$ cat src/rtl/hazard_fwd_ctrl.sv
// Decode-stage hazard, forwarding and flush controller. It tracks in-flight writers
// through FWD_STAGES downstream stages and produces bypass selects, stalls, flushes and halt status.
module hazard_fwd_ctrl #(
  parameter int NUM_SRC     = 2,
  parameter int REG_AW      = 4,
  parameter int FWD_STAGES  = 2,
  parameter int LOAD_LAT    = 1,
  parameter int FLUSH_DEPTH = 2
) (
  input  logic                           clk,
  input  logic                           rst,
  input  logic                           id_valid,
  input  logic [NUM_SRC-1:0]             id_re,
  input  logic [NUM_SRC*REG_AW-1:0]      id_src_addr,
  input  logic                           id_we,
  input  logic [REG_AW-1:0]              id_dst_addr,
  input  logic                           id_is_load,
  input  logic                           id_hlt,
  input  logic                           flow_change,
  output logic                           stall_if_id,
  output logic                           bubble_id_ex,
  output logic [NUM_SRC*FWD_STAGES-1:0]  byp_oh,
  output logic                           flush,
  output logic                           halted,
  output logic                           hlt_wb
);

  localparam int CW = 4;
  localparam int BW = NUM_SRC * FWD_STAGES;

  logic              trk_we_r  [FWD_STAGES];
  logic [REG_AW-1:0] trk_dst_r [FWD_STAGES];
  logic              trk_ld_r  [FWD_STAGES];
  logic              trk_hlt_r [FWD_STAGES];
  logic [CW-1:0]     cnt_r;
  logic              halted_r;
  logic              hlt_wb_r;
  logic [BW-1:0]     byp_oh_r;

  logic              hazard_s;
  logic              flush_s;
  logic              issue_s;
  logic [NUM_SRC-1:0] found_s;
  logic [BW-1:0]     byp_hit_s;
  logic [BW-1:0]     byp_nxt_s;

  // Youngest-match search per read port; a load still inside its latency window raises hazard.
  always_comb begin
    hazard_s  = 1'b0;
    found_s   = {NUM_SRC{1'b0}};
    byp_hit_s = {BW{1'b0}};
    for (int s = 0; s < NUM_SRC; s++) begin
      for (int k = 0; k < FWD_STAGES; k++) begin
        logic match_v;
        logic hit_v;
        match_v = id_re[s] & (id_src_addr[s*REG_AW +: REG_AW] != {REG_AW{1'b0}}) &
                  trk_we_r[k] & (trk_dst_r[k] == id_src_addr[s*REG_AW +: REG_AW]);
        hit_v   = match_v & ~found_s[s];
        found_s[s] = found_s[s] | match_v;
        byp_hit_s[s*FWD_STAGES + k] = hit_v;
        hazard_s = hazard_s | (hit_v & trk_ld_r[k] & (k < LOAD_LAT));
      end
    end
    flush_s   = flow_change | (cnt_r != {CW{1'b0}});
    issue_s   = id_valid & ~hazard_s & ~flush_s & ~halted_r;
    byp_nxt_s = (hazard_s | flush_s) ? {BW{1'b0}} : byp_hit_s;
  end

  assign stall_if_id  = (hazard_s & ~flush_s) | halted_r;
  assign bubble_id_ex = ~issue_s;
  assign flush        = flush_s;
  assign byp_oh       = byp_oh_r;
  assign halted       = halted_r;
  assign hlt_wb       = hlt_wb_r;

  // Tracker shift, flush window counter, sticky halt flags and registered bypass selects.
  always_ff @(posedge clk) begin
    if (rst) begin
      for (int k = 0; k < FWD_STAGES; k++) begin
        trk_we_r[k]  <= 1'b0;
        trk_dst_r[k] <= {REG_AW{1'b0}};
        trk_ld_r[k]  <= 1'b0;
        trk_hlt_r[k] <= 1'b0;
      end
      cnt_r    <= {CW{1'b0}};
      halted_r <= 1'b0;
      hlt_wb_r <= 1'b0;
      byp_oh_r <= {BW{1'b0}};
    end else begin
      for (int k = FWD_STAGES - 1; k > 0; k--) begin
        trk_we_r[k]  <= trk_we_r[k-1];
        trk_dst_r[k] <= trk_dst_r[k-1];
        trk_ld_r[k]  <= trk_ld_r[k-1];
        trk_hlt_r[k] <= trk_hlt_r[k-1];
      end
      trk_we_r[0]  <= issue_s & id_we;
      trk_dst_r[0] <= issue_s ? id_dst_addr : {REG_AW{1'b0}};
      trk_ld_r[0]  <= issue_s & id_is_load;
      trk_hlt_r[0] <= issue_s & id_hlt;
      if (flow_change) begin
        cnt_r <= CW'(FLUSH_DEPTH - 1);
      end else if (cnt_r != {CW{1'b0}}) begin
        cnt_r <= cnt_r - 4'd1;
      end else begin
        cnt_r <= cnt_r;
      end
      halted_r <= halted_r | (issue_s & id_hlt);
      hlt_wb_r <= hlt_wb_r | trk_hlt_r[FWD_STAGES-1];
      byp_oh_r <= byp_nxt_s;
    end
  end

endmodule
$ cat config.mk
export PLATFORM = sky130hd
export DESIGN_NAME = hazard_fwd_ctrl
export DESIGN_NICKNAME = d
export VERILOG_FILES = /design/src/rtl/hazard_fwd_ctrl.sv
export SDC_FILE = /design/constraint.sdc
export NUM_CORES = 1
export LEC_CHECK = 0
export ABC_CLOCK_PERIOD_IN_PS = 3800
export CORE_UTILIZATION = 49
export DETAILED_ROUTE_END_ITERATION = 10
export GPL_TIMING_DRIVEN = 0
export PLACE_DENSITY = 0.82
export SYNTH_ARGS = -nofsm -noshare
export SYNTH_HDL_FRONTEND = slang
export SYNTH_SLANG_ARGS = --single-unit
$ cat constraint.sdc
create_clock -name clk -period 3.8 [get_ports clk]
set_input_delay 0.76 -clock clk [delete_from_list [all_inputs] [get_ports clk]]
set_output_delay 0.76 -clock clk [all_outputs]
set_load 0.05 [all_outputs]
==> flow_summary.ini <==
[place]
gp_congestion = 0.8371
dpl.cell_count = 170
portBuffers = 29
dpl_cell_area_sq_um = 1356
dpl.hpwl_mm = 1.831

[worst_setup_path]
critical_path.startpoint = id_src_addr[6]
worstPathRequired_ns = 3.04
end_kind = primary output
endpoint = bubble_id_ex
start_kind = primary input
cp_max_fo = 10
r2r-start = cnt_r[0]
rrSetupSlack_ns = 1.97
path_class = in2out
reg2reg_to = halted
r2r_cells = 9
crit_arrival_ns = 2.71

[route]
drc_errors = 0
drt_wl_total_mm = 2.232
drtIter0Drc = 9
wl_per_cell_um = 12.83
drt_first_pass_iters = 4
routed_via_density = 5.121
vias = 891
ant_nets = 0

[synth]
synth_top_area_frac = 0.4461
syn_nets = 137
synthTopCellsByArea = dfxtp_1 (45%), xnor2_1 (14%), nor2_1 (5.1%)
yosys-top-cells-count = dfxtp_1 (23), xnor2_1 (16), nor2_1 (14), nand3_1 (9), nor2b_1 (8)
yosys_register_bits = 23
ys_seq_area_frac = 0.4461
synth_largest_area_cell = dfxtp_1
synthCells = 114
syn_area_sq_um = 1032
syn_area_per_cell_sq_um = 9.055
synth_edf_count = 0
synth.most_common_cell = dfxtp_1
ys_types = 26
ys_warn_count = 0
synth_top_flop_cell = dfxtp_1
async_flop_share = 0

[pwr]
p_leak_nw = 0.5080
swShare = 0.2770
intPower_mw = 0.3345
power_density_nw_per_um2 = 337.0
pwr-share-comb = 0.205
vdd_drop_max_mv = 0.2083
seqPwrFrac = 0.549
clock_power_share = 0.245
switchingPower_mw = 0.1281

[cells_and_area]
fin_cells = 174
drive_gt1_frac = 0.06122
seq_area_sq_um = 460.4
antenna_cells = 0
nNetsFinal = 171
fillCellCount = 183
area_growth_pct = 32.97
fin_area_sq_um = 1373
multi_input_area_sq_um = 538.0

[sta]
grt_setup_unrepaired = false
hold_viol = 0
post-route-period-util = 0.9133
period_minus_slack_ns = 3.471
worstMarginPinSlew_ns = 0.5041
fmax_mhz = 288.1
finalSetupViolCount = 0
slew_viol_final = 0
relSlewSlack = 0.6629
clock_skew_ns = 0.005861

[cts]
cts_htree_levels = 1
cts_tree = done
cts.path.max_buffers = 2
clock-root-buffer = clkbuf_4
cts_hold_buf = 0
clock-sinks = 23
cts_made_buffers = 3
postCtsSetupBuffers = 0
clkTransAtPathRegs_ns = 0.12
clk_latency_ns = 0.31
cts-resized-gates = 2

[min_path]
hp-class = reg2reg

[global_routing]
grt_overflow = 0
grt_pass1_wl_mm = 3.519
antenna_found_initial = 0
grt_pass1_vias = 823
grt_max_degree = 13
grt_use_total = 0.2263

[die]
row_count = 16
dieWidth_um = 47.90
die-area_sq_um = 2294
die_h_um = 47.90
io_pins = 30
start_util = 0.5261
design.core.area_sq_um = 1962

[flow_run]
max_cap_viol_count = 0

[outcome]
outcome = finished clean
[through the flow]
step / utilization / total power [mW] / hold slack (ns) / setup TNS (ns) / worst slack, ns
after global routing: 0.6996 / 0.4852 / 0.4881 / 0 / 0.1971
after floorplan: - / 0.3138 / 0.4138 / 0 / 0.9520
after detailed placement: 0.6913 / 0.3566 / 0.4338 / -0.4162 / -0.2085
after CTS: 0.7034 / 0.4673 / 0.4617 / 0 / 0.07373
after global placement: 0.6913 / 0.3522 / 0.4221 / -0.3522 / -0.1772
final: 0.6996 / 0.4626 / 0.4583 / 0 / 0.3294
[power groups by stage]
stage                     logic (mW)  clock network (mW)  registers, mW
after floorplan               0.0531                   0          0.261
after global placement        0.0930                   0          0.259
after detailed placement      0.0969                   0          0.260
after CTS                     0.0961               0.117          0.254
after global routing           0.104               0.126          0.255
final                         0.0951               0.113          0.254
[metal layers]
layer | GRT usage | up-vias | routed length, um
met3 | 0.03396 | 5 | 50
met4 | 0.1000 | 0 | 44
met1 | 0.2545 | 414 | 942
li1 | - | 454 | -
met5 | 0 | - | 0
met2 | 0.4162 | 18 | 1195
[worst max-delay path: stages]
cell and delay [ns]:
clkdlybuf4s50_1 0.55, xnor2_1 0.15, nand3_1 0.12, or3_4 0.43, a21boi_4 0.28, nand3b_1 0.15
clkbuf_2 0.28
[layout by cell type (no fill, tap or decap), drive strengths merged]
master,synthesis,layout
o22ai,1,1
ha,2,2
clkbuf,2,8
nor2,15,15
xnor2,16,16
nand2,4,4
and4b,1,1
nor4,2,2
nor2b,8,8
a21boi,1,1
dfxtp,23,23
or3,3,3
inv,7,7
nor3b,1,1
nand2b,1,1
nor3,4,4
or4,2,2
a2111oi,1,1
nand3,9,9
o41ai,2,2
nand4,2,2
a21o,1,1
a21oi,5,5
nand3b,1,1
clkdlybuf4s50,0,27
[sequential cells by signal, indices dropped and copies added, names as in the netlist]
signal and cells:
trk_dst_r 8, trk_hlt_r 2, trk_we_r 2, cnt_r 4, trk_ld_r 1, byp_oh 4, hlt_wb 1, halted 1
[logic make-up after synthesis]
family          after synthesis  synth area share
simple gates                 53            0.2800
fa+ha+maj                     2           0.02424
buf+inv                       9           0.03273
compound gates               11           0.08122
flops                        23            0.4461
xor+xnor                     16            0.1358
[cell type report]
type / count / area share
clock buffers: 4 / 0.01914
well taps: 27 / 0.02461
inverters: 7 / 0.01914
multi-input cells: 82 / 0.3920
flip-flops and latches: 23 / 0.3355
plain buffers: 2 / 0.005469
repair buffers: 29 / 0.2042
[worst min-delay path by stage]
| stage | depth (start not counted) | endpoint | startpoint | slack [ns] |
|---|---|---|---|---|
| 2_1_floorplan | 1 | trk_hlt_r[0][1] | trk_hlt_r[0][0] | 0.41 |
| 3_3_place_gp | 1 | trk_hlt_r[0][1] | trk_hlt_r[0][0] | 0.42 |
| 3_5_place_dp | 1 | trk_hlt_r[0][1] | trk_hlt_r[0][0] | 0.43 |
| 4_1_cts | 1 | trk_hlt_r[0][1] | trk_hlt_r[0][0] | 0.46 |
| 5_1_grt | 1 | trk_hlt_r[0][1] | trk_hlt_r[0][0] | 0.49 |
| 6_report | 1 | trk_hlt_r[0][1] | trk_hlt_r[0][0] | 0.46 |
Note: power is estimated with default switching activity, not from simulation.
==> RTL change, RTL diff (same flow settings) <==
The localparam `CW` goes from 4 to 3.
--- a/src/rtl/hazard_fwd_ctrl.sv
+++ b/src/rtl/hazard_fwd_ctrl.sv
@@ -25,7 +25,7 @@
   output logic                           hlt_wb
 );
 
-  localparam int CW = 4;
+  localparam int CW = 3;
   localparam int BW = NUM_SRC * FWD_STAGES;
 
   logic              trk_we_r  [FWD_STAGES];
Function: no difference found for any inputs over 10 cycles, from zero or initial values and one cycle with rst high; that may be too few to reach the edited logic, so the function may still have changed.
==> RTL change against the original RTL <==
- final cell count fell by 9.2%
- power down 5.5%
- design area decreased by 3.6%
- setup slack got worse by 0.20 ns
- register-to-register slack worse by 0.02 ns
- sequential cell count down 1
- via count is 9.5% lower
- first-iteration DRC count decreased by 11%
- area after synthesis shrank 4.8%
- wire length fell by 9.9%
- combinational power barely moved
- clock skew fell by 0.0027 ns
- highest routed layer unchanged
==> RTL change: results (changes against the original RTL) <==
* Share of layout cells above drive strength 1 at 0.0602 (-0.00107)
* Non-clock inverters at 3 (-4)
* Status: complete, no violations
* Xor and xnor area share after synthesis at 0.152 (+0.0158)
* Fmax at 272 MHz (-5.5%)
* Footprint of the multi-input gates at 512 µm² (-4.9%)
* Flop2flop setup slack at 1.95 ns (-0.02 ns)
* IR drop worst, VDD at 0.198 mV (-5.1%)
* WL met3 at 80 µm (+60%)
* DP Wirelength at 1.60 mm (-13%)
* Gpl congestion at 0.730 (-13%)
* Yosys reg bits at 22 (-4.3%)
* R2R cell count at 7 (-2)
* Met3 Track Usage GR at 0.0462 (+0.0122)
* Critical path data arrival time at 2.91 ns (+0.20 ns)
* Capture point of the worst reg-to-reg path: byp_oh[1]
* Crit. Startpoint: id_src_addr[4]
* Lkg Pwr at 0.493 nW (-2.9%)
* Relative slew slack at 0.669 (+0.00634)
* Sequential-to-total area share from yosys stat at 0.448 (+0.00235)
* Multi-In Gates at 73 (-11%)
* Synth top area cells: dfxtp_1 (45%), xnor2_1 (8.0%), xor2_1 (7.1%)
* Per-cell routed wire length at 12.7 µm (-0.78%)
* Clock network area share at 0.0170 (-0.00213)
* Routed via count at 806 (-9.5%)
* Total track usage at 0.212 (-0.0138)
* Pin count of the biggest net entering global routing at 12 (-1)
-- RTL change: cell types whose count changed after synthesis, moves of 4 or more --
cell,unedited run,this run
a21oi_1,5,0
xnor2_1,16,9
xor2_1,0,8
nor3_1,4,10
nand3_1,9,2
inv_1,7,3
nand2_1,4,10
nor2_1,14,6
-- RTL change: power breakdown --
| part | switching [mW] | total [mW] | internal (mW) | leakage, nW |
|---|---|---|---|---|
| clock network | 0.0635 | 0.100 | 0.0369 | 0.0138 |
| registers | 0.00440 | 0.242 | 0.238 | 0.178 |
| logic | 0.0499 | 0.0949 | 0.0451 | 0.301 |
| total | 0.118 | 0.437 | 0.319 | 0.493 |
-- RTL change: critical path: stages --
cell and delay (ns):
clkdlybuf4s50_1 0.51, o41ai_4 0.44, nor3_2 0.11, o21a_1 0.21
buf_6 0.13, or3_1 0.33, dlygate4sd2_1 0.43
